$ cat config.mk
export PLATFORM = sky130hd
export DESIGN_NAME = fetch_unit_flat
export DESIGN_NICKNAME = d
export VERILOG_FILES = /design/src/rtl/fetch_unit_if.sv /design/src/rtl/fetch_unit.sv /design/src/flat_wrapper.sv
export SDC_FILE = /design/constraint.sdc
export NUM_CORES = 1
export LEC_CHECK = 0
export ABC_AREA = 1
export BUFFER_PORTS_ARGS = -buffer_cell sky130_fd_sc_hd__buf_2
export CORE_MARGIN = 4
export CORE_UTILIZATION = 50
export CTS_BUF_LIST = sky130_fd_sc_hd__clkbuf_16
export CTS_CLUSTER_SIZE = 12
export DETAILED_ROUTE_END_ITERATION = 12
export GPL_ROUTABILITY_DRIVEN = 0
export PLACE_DENSITY = 0.74
export SYNTH_ARGS = -nofsm -noshare
export SYNTH_HDL_FRONTEND = slang
export SYNTH_SLANG_ARGS = --single-unit
$ cat constraint.sdc
create_clock -name clk -period 2.8 [get_ports clk]
set_input_delay 0.14 -clock clk [delete_from_list [all_inputs] [get_ports clk]]
set_output_delay 0.14 -clock clk [all_outputs]
set_load 0.005 [all_outputs]
$ cat src/rtl/fetch_unit_if.sv
// Handshake bundle between the fetch stage, instruction memory, execute (redirect) and decode.
// Latency: none, wires only.
// Backpressure: imem_req_ready and id_ready flow into the fetch unit. The response path has no backpressure.
// Ports: imem_req_* (request out), imem_rsp_* (response in), redirect_* (from execute), id_* (to decode).
// master: the fetch unit's view of the bundle. slave: the view of its surroundings.
interface fetch_unit_if #(
    parameter int unsigned XLEN = 32
);
    logic            imem_req_valid;
    logic [XLEN-1:0] imem_req_addr;
    logic            imem_req_ready;
    logic            imem_rsp_valid;
    logic [XLEN-1:0] imem_rsp_data;
    logic            redirect_valid;
    logic [XLEN-1:0] redirect_pc;
    logic            id_valid;
    logic [XLEN-1:0] id_instr;
    logic [XLEN-1:0] id_pc;
    logic            id_ready;

    modport master (
        output imem_req_valid, imem_req_addr,
        input  imem_req_ready,
        input  imem_rsp_valid, imem_rsp_data,
        input  redirect_valid, redirect_pc,
        output id_valid, id_instr, id_pc,
        input  id_ready
    );

    modport slave (
        input  imem_req_valid, imem_req_addr,
        output imem_req_ready,
        output imem_rsp_valid, imem_rsp_data,
        output redirect_valid, redirect_pc,
        input  id_valid, id_instr, id_pc,
        output id_ready
    );
endinterface

$ cat src/rtl/fetch_unit.sv
// Instruction fetch stage. It owns the PC, keeps up to 2 imem requests in flight, and buffers responses for decode.
// Latency: a response at edge t is visible on id_* in cycle t+1. Fetch-to-decode latency is at least 2 cycles.
// Backpressure: requests stop when in-flight + owed + buffered entries reach 2, so a decode stall never overflows.
// Ports: clk, rst_n (async, active-low), and bus (fetch_unit_if.master) carrying imem req/rsp, redirect and id.
module fetch_unit #(
    parameter int unsigned      XLEN     = 32,
    parameter logic [XLEN-1:0]  RESET_PC = '0
) (
    input  logic         clk,
    input  logic         rst_n,
    fetch_unit_if.master bus
);

    // Program counter.
    logic [XLEN-1:0] pc_q, pc_d;

    // In-flight request addresses: a 2-deep circular queue.
    logic [XLEN-1:0] inf_addr_q [2];
    logic [XLEN-1:0] inf_addr_d [2];
    logic            inf_head_q, inf_head_d;
    logic [1:0]      inf_cnt_q, inf_cnt_d;

    // Responses still owed for requests that a redirect flushed.
    logic [1:0]      drop_cnt_q, drop_cnt_d;

    // Output buffer of {pc, instr}: a 2-deep circular queue.
    logic [XLEN-1:0] fifo_pc_q [2];
    logic [XLEN-1:0] fifo_pc_d [2];
    logic [XLEN-1:0] fifo_instr_q [2];
    logic [XLEN-1:0] fifo_instr_d [2];
    logic            fifo_head_q, fifo_head_d;
    logic [1:0]      fifo_cnt_q, fifo_cnt_d;

    logic            id_vld;
    logic            pop;
    logic            req_vld;
    logic            req_fire;
    logic            rsp_drop;
    logic            rsp_take;
    logic [2:0]      credit_used;
    logic [2:0]      owed;
    logic            inf_tail;
    logic            fifo_tail;

    always_comb begin
        id_vld = (fifo_cnt_q != 2'd0) && !bus.redirect_valid;
        pop    = id_vld && bus.id_ready;

        // Every entry in flight, owed or buffered holds one of the two slots.
        // An entry that decode pops this cycle frees its slot at once, so a full pipe keeps streaming.
        credit_used = {1'b0, inf_cnt_q} + {1'b0, drop_cnt_q} + {1'b0, fifo_cnt_q} - {2'b00, pop};
        req_vld     = rst_n && !bus.redirect_valid && (credit_used < 3'd2);
        req_fire    = req_vld && bus.imem_req_ready;

        rsp_drop = bus.imem_rsp_valid && (drop_cnt_q != 2'd0);
        // A response with nothing outstanding is a protocol error and is ignored.
        rsp_take = bus.imem_rsp_valid && (drop_cnt_q == 2'd0) && (inf_cnt_q != 2'd0);

        // The tail slot is head + count, taken modulo 2.
        inf_tail  = inf_head_q ^ inf_cnt_q[0];
        fifo_tail = fifo_head_q ^ fifo_cnt_q[0];

        owed = {1'b0, inf_cnt_q} + {1'b0, drop_cnt_q};

        pc_d         = pc_q;
        inf_addr_d   = inf_addr_q;
        inf_head_d   = inf_head_q;
        inf_cnt_d    = inf_cnt_q;
        drop_cnt_d   = drop_cnt_q;
        fifo_pc_d    = fifo_pc_q;
        fifo_instr_d = fifo_instr_q;
        fifo_head_d  = fifo_head_q;
        fifo_cnt_d   = fifo_cnt_q;

        if (bus.redirect_valid) begin
            // Everything in flight becomes owed. A response arriving now settles one of those debts.
            if (bus.imem_rsp_valid && (owed != 3'd0)) begin
                owed = owed - 3'd1;
            end
            drop_cnt_d  = owed[1:0];
            inf_cnt_d   = 2'd0;
            inf_head_d  = 1'b0;
            fifo_cnt_d  = 2'd0;
            fifo_head_d = 1'b0;
            pc_d        = {bus.redirect_pc[XLEN-1:2], 2'b00};
        end else begin
            if (rsp_drop) begin
                drop_cnt_d = drop_cnt_q - 2'd1;
            end

            if (rsp_take) begin
                fifo_pc_d[fifo_tail]    = inf_addr_q[inf_head_q];
                fifo_instr_d[fifo_tail] = bus.imem_rsp_data;
                inf_head_d              = ~inf_head_q;
            end
            if (pop) begin
                fifo_head_d = ~fifo_head_q;
            end
            fifo_cnt_d = fifo_cnt_q + {1'b0, rsp_take} - {1'b0, pop};

            if (req_fire) begin
                inf_addr_d[inf_tail] = pc_q;
                pc_d                 = pc_q + XLEN'(4);
            end
            inf_cnt_d = inf_cnt_q + {1'b0, req_fire} - {1'b0, rsp_take};
        end
    end

    always_ff @(posedge clk or negedge rst_n) begin
        if (!rst_n) begin
            pc_q        <= RESET_PC;
            inf_head_q  <= 1'b0;
            inf_cnt_q   <= 2'd0;
            drop_cnt_q  <= 2'd0;
            fifo_head_q <= 1'b0;
            fifo_cnt_q  <= 2'd0;
            for (int i = 0; i < 2; i++) begin
                inf_addr_q[i]   <= '0;
                fifo_pc_q[i]    <= '0;
                fifo_instr_q[i] <= '0;
            end
        end else begin
            pc_q         <= pc_d;
            inf_addr_q   <= inf_addr_d;
            inf_head_q   <= inf_head_d;
            inf_cnt_q    <= inf_cnt_d;
            drop_cnt_q   <= drop_cnt_d;
            fifo_pc_q    <= fifo_pc_d;
            fifo_instr_q <= fifo_instr_d;
            fifo_head_q  <= fifo_head_d;
            fifo_cnt_q   <= fifo_cnt_d;
        end
    end

    assign bus.imem_req_valid = req_vld;
    assign bus.imem_req_addr  = pc_q;
    assign bus.id_valid       = id_vld;
    assign bus.id_instr       = fifo_instr_q[fifo_head_q];
    assign bus.id_pc          = fifo_pc_q[fifo_head_q];

endmodule

$ cat src/flat_wrapper.sv
// flat-port wrapper written by rule: the top's interface ports become plain ports
module fetch_unit_flat 
#(
    parameter int unsigned      XLEN     = 32,
    parameter logic [XLEN-1:0]  RESET_PC = '0
)
  (clk, rst_n, bus_imem_req_valid, bus_imem_req_addr, bus_imem_req_ready, bus_imem_rsp_valid, bus_imem_rsp_data, bus_redirect_valid, bus_redirect_pc, bus_id_valid, bus_id_instr, bus_id_pc, bus_id_ready);
  fetch_unit_if #(.XLEN(XLEN)) bus_i ();
  input  logic clk;
  input  logic rst_n;
  output wire logic [$bits(bus_i.imem_req_valid)-1:0] bus_imem_req_valid;
  output wire logic [$bits(bus_i.imem_req_addr)-1:0] bus_imem_req_addr;
  input wire logic [$bits(bus_i.imem_req_ready)-1:0] bus_imem_req_ready;
  input wire logic [$bits(bus_i.imem_rsp_valid)-1:0] bus_imem_rsp_valid;
  input wire logic [$bits(bus_i.imem_rsp_data)-1:0] bus_imem_rsp_data;
  input wire logic [$bits(bus_i.redirect_valid)-1:0] bus_redirect_valid;
  input wire logic [$bits(bus_i.redirect_pc)-1:0] bus_redirect_pc;
  output wire logic [$bits(bus_i.id_valid)-1:0] bus_id_valid;
  output wire logic [$bits(bus_i.id_instr)-1:0] bus_id_instr;
  output wire logic [$bits(bus_i.id_pc)-1:0] bus_id_pc;
  input wire logic [$bits(bus_i.id_ready)-1:0] bus_id_ready;
  assign bus_imem_req_valid = bus_i.imem_req_valid;
  assign bus_imem_req_addr = bus_i.imem_req_addr;
  assign bus_i.imem_req_ready = bus_imem_req_ready;
  assign bus_i.imem_rsp_valid = bus_imem_rsp_valid;
  assign bus_i.imem_rsp_data = bus_imem_rsp_data;
  assign bus_i.redirect_valid = bus_redirect_valid;
  assign bus_i.redirect_pc = bus_redirect_pc;
  assign bus_id_valid = bus_i.id_valid;
  assign bus_id_instr = bus_i.id_instr;
  assign bus_id_pc = bus_i.id_pc;
  assign bus_i.id_ready = bus_id_ready;
  fetch_unit #(.XLEN(XLEN), .RESET_PC(RESET_PC)) u_core (.clk(clk), .rst_n(rst_n), .bus(bus_i));
endmodule
---- Word-level counts from Yosys, hierarchy flattened ----
Index checks and enable logic that the tools add are counted.
word-level totals
  output and inout bits ................... 98
  word-level logic and storage cells ...... 88
  input port bits ......................... 70
  register bits ........................... 232
operators by class
  bitwise gates (word level) .............. 9
  $lt $le $gt $ge ......................... 7
  add/subtract/negate cells ............... 10
  reductions and logical operators ........ 23
  multiplexer cells ....................... 27
operators by type and width
  kind                   count
  $mux 32                13
  $bwmux 64              3
  $demux 32 s1           2
  $add 32x3->32 const B  1
  $reduce_bool 2->1      7
  $logic_and 1x1->1      11
  $mux 2                 5
  $ge 2x2->1 const B     4
  $not 1->2              4
  $add 2x1->2            2
  $lt 2x1->1 const B     2
  $mux 1                 4
  $reduce_and 2->1       2
  $sub 2x1->2            2
  $sub 2x1->2 const B    2
  $add 2x2->3            1
  $add 3x2->3            1
  $lt 3x2->1 const B     1
  $not 1->1              3
  $reduce_bool 3->1      1
  $sub 3x1->3            1
  $logic_not 2->1        1
  $xor 1x1->1            2
  $logic_not 1->1        1

---- Logic depth before layout (Yosys ltp) ----
  word-level depth ........................ 10
  mapped depth ............................ 16
  gate-level depth less buffers ........... 15

---- Worst setup path after synthesis ----
No wires, ideal clock.
  path kind ............................... register to register
  start point ............................. reg u_core.drop_cnt_q[0]
  end point ............................... reg u_core.inf_cnt_q[1]
  clock period less this slack ............ 2.942 ns
  data arrival time ....................... 2.810 ns
  setup slack ............................. -0.142 ns
  setup time .............................. 0.132 ns
  path buffers ............................ 1
  data required time ...................... 2.668 ns
  cell stages (with the launch flop) ...... 13
  path through ............................ dfrtp_1 > ha_1 > inv_1 > fa_1 > ha_1 > fa_1 > and3_4 > nand3_4 > nor2_8 > buf_4 > ha_1 > xor2_1 > nor2_1
on the way
  longest elaborated chain between the ends .. 9
  elaborated cells on any way between the ends .. 12
  those cells by class .................... add/sub: 5; order compare: 1; mux: 1; reduce/logical: 5
ends and longest elaborated chain
  what                     line               source
  from (decl)              fetch_unit.sv:24   logic [1:0] drop_cnt_q, drop_cnt_d;
  from (signal assigned)   fetch_unit.sv:127  drop_cnt_q <= drop_cnt_d;
  $add 2x2->3              fetch_unit.sv:51   credit_used = {1'b0, inf_cnt_q} + {1'b0, drop_cnt_q} + {1'b0, fifo_cnt_q} - {2'b00, pop};
  $add 3x2->3              fetch_unit.sv:51
  $sub 3x1->3              fetch_unit.sv:51
  $lt 3x2->1               fetch_unit.sv:52   req_vld = rst_n && !bus.redirect_valid && (credit_used < 3'd2);
  $logic_and 1x1->1        fetch_unit.sv:52
  $logic_and 1x1->1        fetch_unit.sv:53   req_fire = req_vld && bus.imem_req_ready;
  $add 2x1->2              fetch_unit.sv:105  inf_cnt_d = inf_cnt_q + {1'b0, req_fire} - {1'b0, rsp_take};
  $sub 2x1->2 *            fetch_unit.sv:105
  $mux 2 *                 fetch_unit.sv:75   if (bus.redirect_valid) begin
  via u_core.inf_cnt_d[1]  fetch_unit.sv:21   logic [1:0] inf_cnt_q, inf_cnt_d;
  to (signal assigned)     fetch_unit.sv:126  inf_cnt_q <= inf_cnt_d;
  to (decl)                fetch_unit.sv:21
Mark *: on every way through the listed nets, which the timed path passes. The rest lies on a longest branch.
A chain may end at the register's enable or synchronous reset.

---- Worst setup path in the final report ----
  start point ............................. reg u_core.inf_cnt_q[0]
  end point ............................... reg u_core.inf_addr_q[5] (netlist bit)
on the way
  longest elaborated chain between the ends .. 7
  elaborated cells on any way between the ends .. 15
  those cells by class .................... add/sub: 3; order compare: 3; mux: 3; bitwise: 2; reduce/logical: 4
ends and longest elaborated chain
  what                                                            line                                 source
  $add 2x2->3 / $xor 1x1->1 (equally long branches)               fetch_unit.sv:51, fetch_unit.sv:60
  $add 3x2->3 / $not 1->2 (equally long branches)                 fetch_unit.sv:51, fetch_unit.sv:102
  $sub 3x1->3 (tied with other cells)                             fetch_unit.sv:51
  $lt 3x2->1 / $logic_and 1x1->1 (equally long branches)          fetch_unit.sv:52, fetch_unit.sv:102
  $logic_and 1x1->1 / $mux 32 (equally long branches)             fetch_unit.sv:52, fetch_unit.sv:102
  $logic_and 1x1->1 / $demux 32 s1 (equally long branches)        fetch_unit.sv:53, fetch_unit.sv:102
  $reduce_and 2->1 (no line) / $bwmux 64 (equally long branches)  -
  to (signal assigned)                                            fetch_unit.sv:124                    inf_addr_q <= inf_addr_d;
  to (decl)                                                       fetch_unit.sv:18                     logic [XLEN-1:0] inf_addr_q [2];
Several ways; a longest one is shown, not always the timed one.

==> summary.md <==
| Metric | Value |
|---|---|
| Row Count | `53` |
| Worst Tran Pin Value | `approximately 1100 ps` |
| Skew-Pair Late Insertion Delay | `roughly 520 ps` |
| CP max stage cell | `fa_1` |
| Met1 Use GR | `31.6%` |
| Crit. Startpoint | `u_core.inf_cnt_q[0]` |
| # clock sinks | `about 220` |
| Remaining Overflow, GRT | `0` |
| Largest net degree at the start of global routing | `151` |
| Via count | `roughly 9700` |
| Layout cells sized above 1 | `24.9%` |
| Drt wl/cell | `about 17 microns` |
| CP Cell Sequence | `ha_2, inv_2, fa_1, ha_1, fa_1, and3_4, nand3_4, buf_6, nor2_8, buf_12, nand2_8, clkbuf_16, nand2_2, o21ai_1` |
| GRT Total Usage | `between 20% and 30%` |
| Worst hold path class | `input pin to flop` |
| Vias per inst | `~5.3` |
| Top_reg_cell synth | `dfrtp_1` |
| Most Frequent Cell on Critical Path | `fa_1` |
| Worst R2R End | `u_core.inf_addr_q[5]` |
| Min Tclk post-route | `3110 ps` |
| Pre-CTS setup slack | `-122 ps` |
| Setup crit start kind | `flop` |
| Worst-path clk slew | `60 ps` |
| Reg-to-reg slack, setup | `-310 ps` |
| Setup ws final | `-314 ps` |
| CTS tree | `built` |
| Clock buffer depth | `3` |
| CTS root buf | `clkbuf_16` |
| Unrepaired setup endpoints after global routing | `yes` |
| Top Usage Layer GRT | `met2` |
| Yosys cell types | `34` |
| Layout Skew | `13.8 ps` |
| Max Slew Vio Count | `0` |
| Setup CP Type | `flop to flop` |
| Setup crit end | `u_core.inf_addr_q[5]` |
| Final antenna-violating net count | `0` |
| P per Cell Area | `~760 nW/um^2` |
| Full die area | `between 20000 and 25000 sq um` |
| WP data arrival | `about 3500 ps` |
| Worst r2r src | `u_core.inf_cnt_q[0]` |
| Mapped Area | `10800 sq um` |
| Syn-to-layout area delta | `29.3%` |
| Setup-failing EPs final | `85` |
| First-pass GRT wire length | `approximately 46000 microns` |
| Lkg Pwr | `6.91 nW` |
| GRT met3 Usage | `3.81%` |
| Worst EP required | `3170 ps` |
| Final nets | `roughly 1600` |
| Core area | `21200 sq um` |
| Initial antenna violation count | `0` |
| CTS buffer count | `24` |
| Status | `complete, but fails checks` |
| DRC | `0` |
| Max rail drop VDD | `about 0.54 mV` |
| Vias in the first global route | `between 9000 and 10000` |
| EDFF count, synth | `0` |
| Detailed placement HPWL | `17000 microns` |
| Largest stage delay, worst path | `around 490 ps` |
| Initial Util | `51.1%` |
| Boundary Pins | `168` |
| Die W | `about 160 microns` |
| Met2 Resource Use GR | `between 30% and 40%` |
| Setup TNS | `-17120 ps` |
| Number of diodes | `0` |
| Port-buffer cells | `approximately 160` |
| Asr flop ratio synth | `100%` |
| Drt pass-1 iters | `5` |
| FMAX | `~320 MHz` |
| Syn. warnings | `0` |
| H-tree depth | `1` |
| Flop and latch count out of synthesis | `between 200 and 250` |
| Period utilisation layout | `111%` |
| Final hold vios | `0` |
| Failing checks | `setup timing` |
| Crit path max fanout | `8` |
| Mapped Cells | `1308` |
| Worst R2R Path Depth | `14` |
| Hold WS | `31.8 ps` |
| Starting DRC count in detailed routing | `about 680` |
| Post-synthesis sequential area ratio | `51.4%` |
| Crit path capture type | `flop` |
| # Max-Cap Violations | `0` |
| Rel. slew slack | `27.0%` |
| Mean area per synthesized cell | `approximately 8.3 sq um` |
| Die Ht | `155 microns` |
| Total detailed-routing wirelength | `just over 30000 microns` |
==> cell families after synthesis <==
family / Yosys count / share of synthesized area [%]
buf+inv: 200 / 8.46
mux: 32 / 3.33
flops: 222 / 51.4
simple gates: 586 / 22.1
other cells: 1 / 0.0347
compound gates: 245 / 12.4
fa+ha+maj: 11 / 1.41
xor+xnor: 11 / 0.891
==> layer usage <==
| metal | part of all wire (%) | up-vias |
|---|---|---|
| met5 | 0 | - |
| met2 | 49 | 390 |
| met1 | 42 | 4623 |
| met3 | 7.0 | 76 |
| li1 | - | 4659 |
| met4 | 2.6 | 0 |
==> sequential cells by signal, summed over array words and instances (netlist names) <==
signal,count
u_core.fifo_head_q,1
u_core.bus.imem_req_addr,30
u_core.fifo_pc_q,60
u_core.inf_addr_q,60
u_core.fifo_instr_q,64
u_core.fifo_cnt_q,2
u_core.inf_head_q,1
u_core.drop_cnt_q,2
u_core.inf_cnt_q,2
==> repair_timing <==
item | CTS | global route
gates resized for setup | 21 | 114
cloned | 6 | 7
hold buffers | 63 | 0
endpoints found under the setup margin | 86 | 93
pin swaps | 4 | 0
buffers inserted | 6 | 2
endpoints found under the hold margin | 120 | 0
==> worst min path at each step <==
| stage | slack, ps | to | depth (start not counted) | start |
|---|---|---|---|---|
| 2_1_floorplan | -160 | u_core.bus.imem_req_addr[10] | 0 | rst_n |
| 3_3_place_gp | 50 | u_core.fifo_pc_q[8] | 1 | rst_n |
| 3_5_place_dp | 50 | u_core.fifo_pc_q[8] | 1 | rst_n |
| 4_1_cts | 20 | u_core.drop_cnt_q[0] | 3 | bus_imem_rsp_valid |
| 5_1_grt | 50 | u_core.drop_cnt_q[0] | 3 | bus_imem_rsp_valid |
| 6_report | 30 | u_core.drop_cnt_q[0] | 3 | bus_imem_rsp_valid |
==> where the power goes <==
group	switching (mW)	internal, mW	leakage (nW)	total [mW]
logic	1.76	1.45	3.66	3.21
clock network	1.26	1.60	0.378	2.86
registers	0.605	3.97	2.87	4.57
total	3.63	7.01	6.91	10.6
==> synth_stat cells (2+ instances only) <==
library cell	instances	share of area, %
buf_6	10	1.0
a21oi_1	4	0.19
fa_1	2	0.37
nor2_4	2	0.21
dfrtp_1	222	51
inv_2	3	0.10
nor2_2	4	0.23
clkbuf_1	15	0.52
o21ai_0	84	3.9
o21ai_1	107	5.0
o21ai_2	17	1.4
xor2_1	6	0.49
mux2_2	32	3.3
buf_2	26	1.2
a31oi_1	31	1.8
inv_1	126	4.4
buf_1	4	0.14
nand2_2	2	0.12
nand3_1	82	3.8
nor2_1	74	2.6
ha_1	9	1.0
buf_4	14	0.97
nand2_4	2	0.21
xnor2_1	5	0.40
nand2_1	416	14
==> critical path: cells and delay by family, from the launching register on <==
family / cells / cell delay, ps
and+or+nand+nor: 5 / 540
buffers and inverters: 4 / 530
adders and majority gates: 4 / 1410
AOI/OAI and AO/OA: 1 / 80
DFF: 1 / 400
==> layout make-up <==
type,count,area (sq um)
sequential,222,5560
multi-input combinational,889,4820
fill,1656,7170
clock buffer,25,626
tap,275,344
clock inverter,19,75.1
inverter,130,490
timing repair buffer,265,2070
==> layout by cell type (no fill, tap or decap), types with 3 or more instances in the layout <==
cell           netlist  layout
mux2_2              32      32
buf_4               14      19
xnor2_1              5       5
ha_1                 9       7
o21ai_2             17      39
nand2_1            416     356
xor2_1               6       6
inv_1              126     134
nand3_1             82      80
buf_16               0       7
a21oi_1              4       3
dlygate4sd3_1        0      63
o21ai_1            107      85
o21ai_0             84      84
nor2_2               4       4
buf_2               26     160
dfrtp_1            222     221
a31oi_1             31      31
clkinv_1             0       7
buf_6               10       4
inv_2                3       6
nand2_4              2      38
nand2_2              2      24
conb_1               1       4
clkbuf_16            0      30
buf_12               0       6
nor2_1              74      74
==> per-stage QoR <==
stage	power, mW	std cells	utilization (%)	instance area, sq um
global placement	6.96	1697	55.8	11800
finish	10.6	1825	66.1	14000
detailed placement	7.07	1697	55.8	11800
CTS	10.1	1816	63.4	13400
global route	11.3	1825	66.1	14000
floorplan	6.04	1311	-	10800
Power figures use the tool's default switching activity.
